$ cat config.mk
export PLATFORM = sky130hd
export DESIGN_NAME = wire_pattern_gen_flat
export DESIGN_NICKNAME = d
export VERILOG_FILES = /design/src/rtl/wire_pattern_gen_pkg.sv /design/src/rtl/wire_pattern_gen_if.sv /design/src/rtl/wire_pattern_gen_step.sv /design/src/rtl/wire_pattern_gen.sv /design/src/flat_wrapper.sv
export SDC_FILE = /design/constraint.sdc
export NUM_CORES = 1
export LEC_CHECK = 0
export BUFFER_PORTS_ARGS = -buffer_cell sky130_fd_sc_hd__buf_4
export CORE_MARGIN = 5
export CORE_UTILIZATION = 60
export DETAILED_ROUTE_END_ITERATION = 6
export PLACE_DENSITY = 0.81
export SYNTH_ARGS = -nofsm -noshare
export SYNTH_HDL_FRONTEND = slang
export SYNTH_HIERARCHICAL = 1
export SYNTH_SLANG_ARGS = --single-unit
$ cat constraint.sdc
create_clock -name clk -period 4.24 [get_ports clk]
set_clock_uncertainty 0.15 [all_clocks]
set_input_delay 0.424 -clock clk [delete_from_list [all_inputs] [get_ports clk]]
set_output_delay 0.424 -clock clk [all_outputs]
set_load 0.02 [all_outputs]
$ cat src/rtl/wire_pattern_gen_pkg.sv
// Shared types and pattern tables for the 3-bit net stimulus generator.
// Optional parity output is enabled by defining WIRE_PATGEN_PARITY_EN.
package wire_patgen_pkg;

    typedef enum logic [1:0] {
        MODE_CONST = 2'b00,
        MODE_COUNT = 2'b01,
        MODE_WALK  = 2'b10,
        MODE_GRAY  = 2'b11
    } mode_e;

    typedef enum logic [1:0] {
        ST_IDLE,
        ST_DRIVE,
        ST_GAP,
        ST_DONE
    } state_e;

    localparam int PAT_W = 3;
    typedef logic [PAT_W-1:0] pat_t;

    localparam pat_t PAT_RESET = 3'b000;
    localparam pat_t PAT_CONST = 3'b100;

    // Entry [0] is the first Gray code; the sequence wraps from [7] back to [0].
    localparam logic [7:0][2:0] GRAY_TABLE = {
        3'b100, 3'b101, 3'b111, 3'b110,
        3'b010, 3'b011, 3'b001, 3'b000
    };

    function automatic pat_t first_pat(input mode_e m);
        case (m)
            MODE_CONST: first_pat = PAT_CONST;
            MODE_WALK:  first_pat = 3'b001;
            default:    first_pat = PAT_RESET;
        endcase
    endfunction

endpackage

$ cat src/rtl/wire_pattern_gen_if.sv
// Net handshake bundle between the pattern generator and the net consumer.
// Carries net_par only when WIRE_PATGEN_PARITY_EN is defined.
interface wire_pattern_gen_if #(
    parameter int WIDTH = 3
);
    logic [WIDTH-1:0] net_out;
    logic             net_valid;
    logic             net_ready;
`ifdef WIRE_PATGEN_PARITY_EN
    logic             net_par;

    modport master (output net_out, output net_valid, output net_par, input net_ready);
    modport slave  (input net_out, input net_valid, input net_par, output net_ready);
`else
    modport master (output net_out, output net_valid, input net_ready);
    modport slave  (input net_out, input net_valid, output net_ready);
`endif
endinterface

$ cat src/rtl/wire_pattern_gen_step.sv
// Combinational next-pattern function: (mode, current pattern) -> next pattern.
module wire_pat_step
    import wire_patgen_pkg::*;
#(
    parameter int WIDTH = 3
) (
    input  mode_e            mode,
    input  logic [WIDTH-1:0] cur,
    output logic [WIDTH-1:0] nxt
);

    always_comb begin
        nxt = cur;
        case (mode)
            MODE_CONST: nxt = PAT_CONST;
            MODE_COUNT: nxt = cur + WIDTH'(1);
            MODE_WALK:  nxt = {cur[WIDTH-2:0], cur[WIDTH-1]};
            MODE_GRAY: begin
                // Locate the current code in the table and emit its successor.
                for (int unsigned i = 0; i < 8; i++) begin
                    if (GRAY_TABLE[i[2:0]] == cur)
                        nxt = GRAY_TABLE[i[2:0] + 3'd1];
                end
            end
            default: nxt = cur;
        endcase
    end

endmodule

$ cat src/rtl/wire_pattern_gen.sv
// Programmable 3-bit pattern source with valid/ready handshake and inter-pattern gap.
// Define WIRE_PATGEN_PARITY_EN to add the registered net_par output.
module wire_pattern_gen
    import wire_patgen_pkg::*;
#(
    parameter int WIDTH  = 3,
    parameter int HOLD_W = 4
) (
    input  logic              clk,
    input  logic              rst_n,
    input  logic              start,
    input  logic              abort,
    input  logic [1:0]        mode,
    input  logic [HOLD_W-1:0] hold,
    input  logic [3:0]        num_pat,
    output logic              busy,
    output logic              done,
    wire_pattern_gen_if.master net
);

    state_e            state_q, state_d;
    mode_e             mode_q, mode_d;
    logic [HOLD_W-1:0] hold_q, hold_d;
    logic [HOLD_W-1:0] gap_q, gap_d;
    logic [3:0]        rem_q, rem_d;
    logic [WIDTH-1:0]  pat_q, pat_d;
    logic [WIDTH-1:0]  pat_next;
    logic              xfer;

    wire_pat_step #(.WIDTH(WIDTH)) u_step (
        .mode (mode_q),
        .cur  (pat_q),
        .nxt  (pat_next)
    );

    assign xfer = (state_q == ST_DRIVE) && net.net_ready;

    always_comb begin
        state_d = state_q;
        mode_d  = mode_q;
        hold_d  = hold_q;
        gap_d   = gap_q;
        rem_d   = rem_q;
        pat_d   = pat_q;
        case (state_q)
            ST_IDLE: begin
                if (start && !abort) begin
                    mode_d = mode_e'(mode);
                    hold_d = hold;
                    rem_d  = num_pat;
                    if (num_pat == 4'd0) begin
                        state_d = ST_DONE;
                    end else begin
                        state_d = ST_DRIVE;
                        pat_d   = first_pat(mode_e'(mode));
                    end
                end
            end
            ST_DRIVE: begin
                if (abort) begin
                    state_d = ST_IDLE;
                end else if (xfer) begin
                    rem_d = rem_q - 4'd1;
                    if (rem_q == 4'd1) begin
                        state_d = ST_DONE;
                    end else if (hold_q == '0) begin
                        pat_d = pat_next;
                    end else begin
                        state_d = ST_GAP;
                        gap_d   = hold_q;
                    end
                end
            end
            ST_GAP: begin
                if (abort) begin
                    state_d = ST_IDLE;
                end else if (gap_q == HOLD_W'(1)) begin
                    state_d = ST_DRIVE;
                    gap_d   = '0;
                    pat_d   = pat_next;
                end else begin
                    gap_d = gap_q - HOLD_W'(1);
                end
            end
            ST_DONE: state_d = ST_IDLE;
            default: state_d = ST_IDLE;
        endcase
    end

    always_ff @(posedge clk or negedge rst_n) begin
        if (!rst_n) begin
            state_q <= ST_IDLE;
            mode_q  <= MODE_CONST;
            hold_q  <= '0;
            gap_q   <= '0;
            rem_q   <= '0;
            pat_q   <= PAT_RESET;
        end else begin
            state_q <= state_d;
            mode_q  <= mode_d;
            hold_q  <= hold_d;
            gap_q   <= gap_d;
            rem_q   <= rem_d;
            pat_q   <= pat_d;
        end
    end

`ifdef WIRE_PATGEN_PARITY_EN
    logic par_q;

    always_ff @(posedge clk or negedge rst_n) begin
        if (!rst_n) par_q <= 1'b0;
        else        par_q <= ^pat_d;
    end

    assign net.net_par = par_q;
`endif

    assign net.net_out   = pat_q;
    assign net.net_valid = (state_q == ST_DRIVE);
    assign busy          = (state_q != ST_IDLE);
    assign done          = (state_q == ST_DONE);

endmodule
$ cat src/flat_wrapper.sv
// flat-port wrapper written by rule: the top's interface ports become plain ports
module wire_pattern_gen_flat import wire_patgen_pkg::*;
#(
    parameter int WIDTH  = 3,
    parameter int HOLD_W = 4
)
  (clk, rst_n, start, abort, mode, hold, num_pat, busy, done, net_net_out, net_net_valid, net_net_ready);
  wire_pattern_gen_if #(.WIDTH(WIDTH)) net_i ();
  input  logic clk;
  input  logic rst_n;
  input  logic start;
  input  logic abort;
  input  logic [1:0] mode;
  input  logic [HOLD_W-1:0] hold;
  input  logic [3:0] num_pat;
  output logic busy;
  output logic done;
  output wire logic [$bits(net_i.net_out)-1:0] net_net_out;
  output wire logic [$bits(net_i.net_valid)-1:0] net_net_valid;
  input wire logic [$bits(net_i.net_ready)-1:0] net_net_ready;
  assign net_net_out = net_i.net_out;
  assign net_net_valid = net_i.net_valid;
  assign net_i.net_ready = net_net_ready;
  wire_pattern_gen #(.WIDTH(WIDTH), .HOLD_W(HOLD_W)) u_core (.clk(clk), .rst_n(rst_n), .start(start), .abort(abort), .mode(mode), .hold(hold), .num_pat(num_pat), .busy(busy), .done(done), .net(net_i));
endmodule
Word level (Yosys, flattened, before mapping)
Index checks and enable logic that the tools add are counted.
{"block": "totals", "inputBits": 15, "out_inout_bits": 6, "word_cells": 94, "register_bits": 19}
{"block": "classes", "eq_ne": 28, "n_mux": 39, "n_addsub": 3, "n_reduce_logical": 18}
{"operator": "two-way mux 3 bit", "n": 16}
{"operator": "two-way mux 4 bit", "n": 9}
{"operator": "two-way mux 2 bit", "n": 8}
{"operator": "case mux 4 bit (2 select lines)", "n": 2}
{"operator": "equality test 3 bit, first input constant", "n": 4}
{"operator": "case mux 3 bit (4 select lines)", "n": 1}
{"operator": "equality test 2 bit, second input constant", "n": 5}
{"operator": "inequality test 2 bit, second input constant", "n": 5}
{"operator": "case mux 3 bit (3 select lines)", "n": 1}
{"operator": "AND reduction 9 bit", "n": 1}
{"operator": "equality test 4 x 1 -> 1 bit, second input constant", "n": 2}
{"operator": "zero test 4 bit", "n": 2}
{"operator": "inequality test 2 x 1 -> 1 bit, second input constant", "n": 4}
{"operator": "case mux 2 bit (4 select lines)", "n": 1}
{"operator": "AND reduction 4 bit", "n": 2}
{"operator": "subtractor 4 x 1 -> 4 bit, second input constant", "n": 2}
{"operator": "equality test 2 x 3 -> 1 bit, first input constant", "n": 2}
{"operator": "zero test 2 bit", "n": 3}
{"operator": "inequality test 3 x 2 -> 1 bit, second input constant", "n": 2}
{"operator": "case mux 3 bit (2 select lines)", "n": 1}
{"operator": "AND reduction 6 bit", "n": 1}
{"operator": "nonzero test 2 bit", "n": 3}
{"operator": "equality test 2 x 1 -> 1 bit, second input constant", "n": 2}
{"operator": "inequality test 4 x 3 -> 1 bit, second input constant", "n": 1}
{"operator": "7 further kinds", "n": 8}

Logic depth before layout (Yosys ltp)
{"block": "logic_depth", "depth_word": 15, "ltp_mapped": 7}

Cells and area by module
Netlist, hierarchy kept.
{"module": "wire_pattern_gen", "instances": 1, "area_each_um2": 1209.9, "cells_per_inst": 124, "seq_area_each_um2": 475.5}
{"module": "wire_pat_step", "instances": 1, "area_each_um2": 113.9, "cells_per_inst": 18, "seq_area_each_um2": 0.0}

Worst setup path before layout
Ideal clock, no wire load.
{"block": "synth_path", "path_type": "reg2reg", "startpoint": "register u_core.state_q[0]", "endpoint": "register u_core.pat_q[2] (netlist: u_core/net.net_out[2])", "slack_ns": 2.091, "n_path_buf": 0, "stages_incl_launch_ff": 6, "arrival_ns": 1.874, "setup_ns": 0.125, "path_cell_list": "dfrtp_1 inv_1 ha_1 a221o_1 or4b_4 mux2_4"}
{"block": "synth_between", "elab_chain_cells": 4, "elab_cells_between_ends": 15, "classes_between": "eq/ne (10); mux (1); reduce/logical (4)"}
{"item": "start, declared", "line": "wire_pattern_gen.sv:21", "source": "state_e state_q, state_d;"}
{"item": "start signal, assigned", "line": "wire_pattern_gen.sv:99", "source": "state_q <= state_d;"}
{"item": "equality test 2 x 1 -> 1 bit", "line": "wire_pattern_gen.sv:36, wire_pattern_gen.sv:45"}
{"item": "logical AND 1 bit", "line": "wire_pattern_gen.sv:36", "source": "assign xfer = (state_q == ST_DRIVE) && net.net_ready;"}
{"item": "inequality test 2 x 1 -> 1 bit (no line)"}
{"item": "AND reduction 9 bit (no line)"}
{"item": "end signal, assigned", "line": "wire_pattern_gen.sv:104", "source": "pat_q <= pat_d;"}
{"item": "end, declared", "line": "wire_pattern_gen.sv:26", "source": "logic [WIDTH-1:0] pat_q, pat_d;"}
Parallel ways exist; a longest one is shown, timed or not.
A chain may end at the register's enable or synchronous reset.

Final worst setup path
{"block": "layout_path", "startpoint": "register u_core.state_q[0]", "endpoint": "register u_core.state_q[0]"}
{"block": "layout_between", "elab_chain_cells": 4, "elab_cells_between_ends": 11, "classes_between": "eq/ne (7); mux (1); reduce/logical (3)"}
{"item": "equality test 2 x 1 -> 1 bit", "line": "wire_pattern_gen.sv:36, wire_pattern_gen.sv:45"}
{"item": "logical AND 1 bit", "line": "wire_pattern_gen.sv:36"}
{"item": "inequality test 3 x 2 -> 1 bit (no line)"}
{"item": "AND reduction 4 bit (no line)"}
Parallel ways exist; a longest one is shown, timed or not.

==> results.yml <==
timing:
  max_clock_freq_ghz: 0.412
  final_max_slew_viol_count: 0
  tightest_slew_ns: 0.537
  setup_viol: 0
  finalHoldWorstSlack_ns: 0.194
  fin_setup_tns_ns: 0
  relSlewSlack_pct: 64.2
  rsz0062_at_grt: "no"
  period_minus_slack_ns: 2.43
  hold_viol_final: 0
  period_share_pct: 57.2
yosys:
  synth_edf_count: 0
  yosysWarnings: 6
  synth_seq_cells: 19
  synth_top_flop_cell: "dfrtp_1"
  yosys.area_share.simple_pct: 18.5
  syn_inst: 142
  synth_top_family_by_area: "simple AND/OR/NAND/NOR gates"
  seq_area_frac_synth_pct: 35.9
  syn_avg_cell_area_um2: 9.32
  synth_compound_area_share_pct: 18.3
  syn_nets: 168
  async_flop_share_pct: 100
  synth_area_um2: 1320
  synth_xor_area_share_pct: 0.662
  synthAdderAreaFrac_pct: 10.4
  yosys.cell_types.count: 37
  synth_mux_area_share_pct: 11.6
finish:
  drive_gt1_share_pct: 21.7
  fin_nets: 193
  fillCellCount: 180
  mostFrequentLayoutCell: "buf_4"
  multiInputGateArea_um2: 788
  antenna_cells: 0
  final_cell_mix: "20 x buf_4, 19 x dfrtp_1, 15 x inv_1"
  area_growth_pct: 16.5
  seqCellArea_um2: 475
worst_setup_path:
  endpoint_kind: "flop"
  r2r_cells: 6
  r2r_start: "u_core/state_q[0]$_DFFE_PN0P_"
  cpMostUsedCell: "inv_1"
  ff2ff_setup_slack_ns: 1.81
  cp_max_fo: 8
  path_cells: "inv_1 > ha_1 > inv_1 > a31oi_1 > a221oi_1 > mux2_2"
  critPathKind: "reg -> reg"
  critPathTopFamily: "compound AO/OA/AOI/OAI gates"
  worstPathRequired_ns: 4.29
  cp_slowest_cell: "a221oi_1"
  start_kind: "flop"
  max_stage_delay_ns: 0.57
  reg2reg_to: "u_core/state_q[0]$_DFFE_PN0P_"
  cp_num_buf_inv: 2
  cp.arrival_ns: 2.48
power:
  ir_drop_v: 0.000437
  intPower_mw: 0.599
  swShare_pct: 44.9
  combinationalPowerShare_pct: 56.7
  p_sw_mw: 0.487
  pwr-share-clk_pct: 8.7
  power.density_nw_per_um2: 704
  leakagePower_nw: 0.728
  seqPwrFrac_pct: 34.5
global_route:
  antenna_found_initial: 0
  grt.total_usage_pct: 20.1
  grt_max_degree: 20
  first_global_vias: 1189
  overflow: 0
  grt_pass1_wl_um: 5170
floorplan:
  die_y_um: 57.0
  die-width_um: 57.0
  boundaryPins: 21
  start_util_pct: 61.6
  rows: 17
  coreArea_um2: 2150
  die_area_um2: 3250
route:
  drt_iter0_drc: 43
  antenna_left: 0
  vias: 1181
  drc: 0
  routedWlPerCell_um: 15.5
  dr.pass1.iters: 4
  routed_wl_um: 3000
  via_per_inst: 6.09
place:
  dpl.hpwl_um: 2300
  io_buffers: 20
  gp_congestion: 0.816
worst_hold_path:
  min_from: "hold[1]"
  min_path_cells: 2
  hp-class: "in -> reg"
  whs_endpoint: "u_core/hold_q[1]$_DFFE_PN0P_"
clock_network:
  post_cts_buffers: 0
  cts_inserted_buffers: 3
  cts_tree: "done"
  cts_resized: 0
  cts_max_level: 1
  cts_max_path_buffers: 2
  clk_pin_slew_ns: 0.11
  clkLatencyLatePin_ns: 0.31
  cts.sinks: 19
  clockRootBuffer: "clkbuf_4"
flow_run:
  maxCapViolCount: 0
status:
  status: "complete, no violations"
## power by group through the flow
stage	combinational (mW)	clock, mW	sequential, mW
after floorplan	0.450	0	0.361
after global placement	0.578	0	0.367
after detailed placement	0.608	0	0.377
after CTS	0.610	0.0975	0.374
after global routing	0.682	0.107	0.392
final	0.616	0.0949	0.375
## how the worst max path moves through the flow
stage / startpoint / endpoint / slack [ns] / depth (start not counted)
floorplan: u_core/state_q[0]$_DFFE_PN0P_ / u_core/net.net_out[2]$_DFFE_PN0P_ / 2.09 / 5
global placement: u_core/state_q[1]$_DFFE_PN0P_ / u_core/net.net_out[2]$_DFFE_PN0P_ / 1.94 / 5
detailed placement: u_core/state_q[1]$_DFFE_PN0P_ / u_core/net.net_out[2]$_DFFE_PN0P_ / 1.89 / 5
CTS: u_core/state_q[1]$_DFFE_PN0P_ / u_core/net.net_out[2]$_DFFE_PN0P_ / 1.87 / 5
global route: u_core/state_q[0]$_DFFE_PN0P_ / u_core/state_q[0]$_DFFE_PN0P_ / 1.73 / 6
finish: u_core/state_q[0]$_DFFE_PN0P_ / u_core/state_q[0]$_DFFE_PN0P_ / 1.81 / 6
## cell type report
class | count | share of cell area, %
repair buffers | 21 | 10.4
clock inverters | 1 | 0.324
well taps | 28 | 2.27
multi-input cells | 107 | 51.1
inverters | 15 | 3.65
clock buffers | 3 | 1.46
flip-flops and latches | 19 | 30.8
## through the flow
step | total power, mW | cell area (um^2) | std cells | utilization (%) | setup slack (ns)
floorplan | 0.811 | 1320 | 142 | - | 2.09
global placement | 0.945 | 1510 | 189 | 70.1 | 1.94
detailed placement | 0.985 | 1510 | 189 | 70.1 | 1.89
CTS | 1.08 | 1540 | 194 | 71.8 | 1.87
global route | 1.18 | 1540 | 194 | 71.8 | 1.73
finish | 1.09 | 1540 | 194 | 71.8 | 1.81
## kinds of logic (layout without fill, tap and decap cells)
| logic type | after synthesis | count (layout) |
|---|---|---|
| simple gates | 43 | 43 |
| buf+inv | 16 | 40 |
| compound gates | 38 | 38 |
| xor+xnor | 1 | 1 |
| flops | 19 | 19 |
| mux | 14 | 14 |
| fa+ha+maj | 11 | 11 |
## state kept, by name (all words and copies together) (netlist names)
name,count
u_core/net.net_out,3
u_core/hold_q,4
u_core/rem_q,4
u_core/gap_q,4
u_core/mode_q,2
u_core/state_q,2
## cells in the mapped netlist (2+ instances only)
library cell / instances / share of area, %
a2111oi_0: 2 / 1.3
nor4_1: 2 / 0.95
a21oi_1: 10 / 3.8
o31ai_1: 2 / 1.1
inv_1: 15 / 4.3
nand3b_1: 2 / 1.1
ha_1: 11 / 10
mux2i_1: 6 / 4.5
nand2b_1: 3 / 1.4
o32a_1: 2 / 1.5
dfrtp_1: 19 / 36
a32oi_1: 2 / 1.3
mux2_2: 7 / 6.0
nor3_1: 2 / 0.76
nor3b_1: 3 / 1.7
o21ai_0: 11 / 4.2
nor2_1: 10 / 2.8
a31oi_1: 3 / 1.4
nor2b_1: 5 / 2.4
nand2_1: 8 / 2.3
## metal layers
metal	vias up	part of all wire, %	GRT usage [%]
li1	560	-	-
met1	574	45	23.9
met2	42	48	35.4
met3	5	5.2	4.07
met4	0	1.6	7.62
met5	-	0	0
## timing repair
action / 4_1_cts / 5_1_grt
hold endpoints to repair: 19 / 0
hold buffers: 1 / 0
setup endpoints to repair: 0 / 0
No activity file was read; power rests on OpenSTA's default activity.
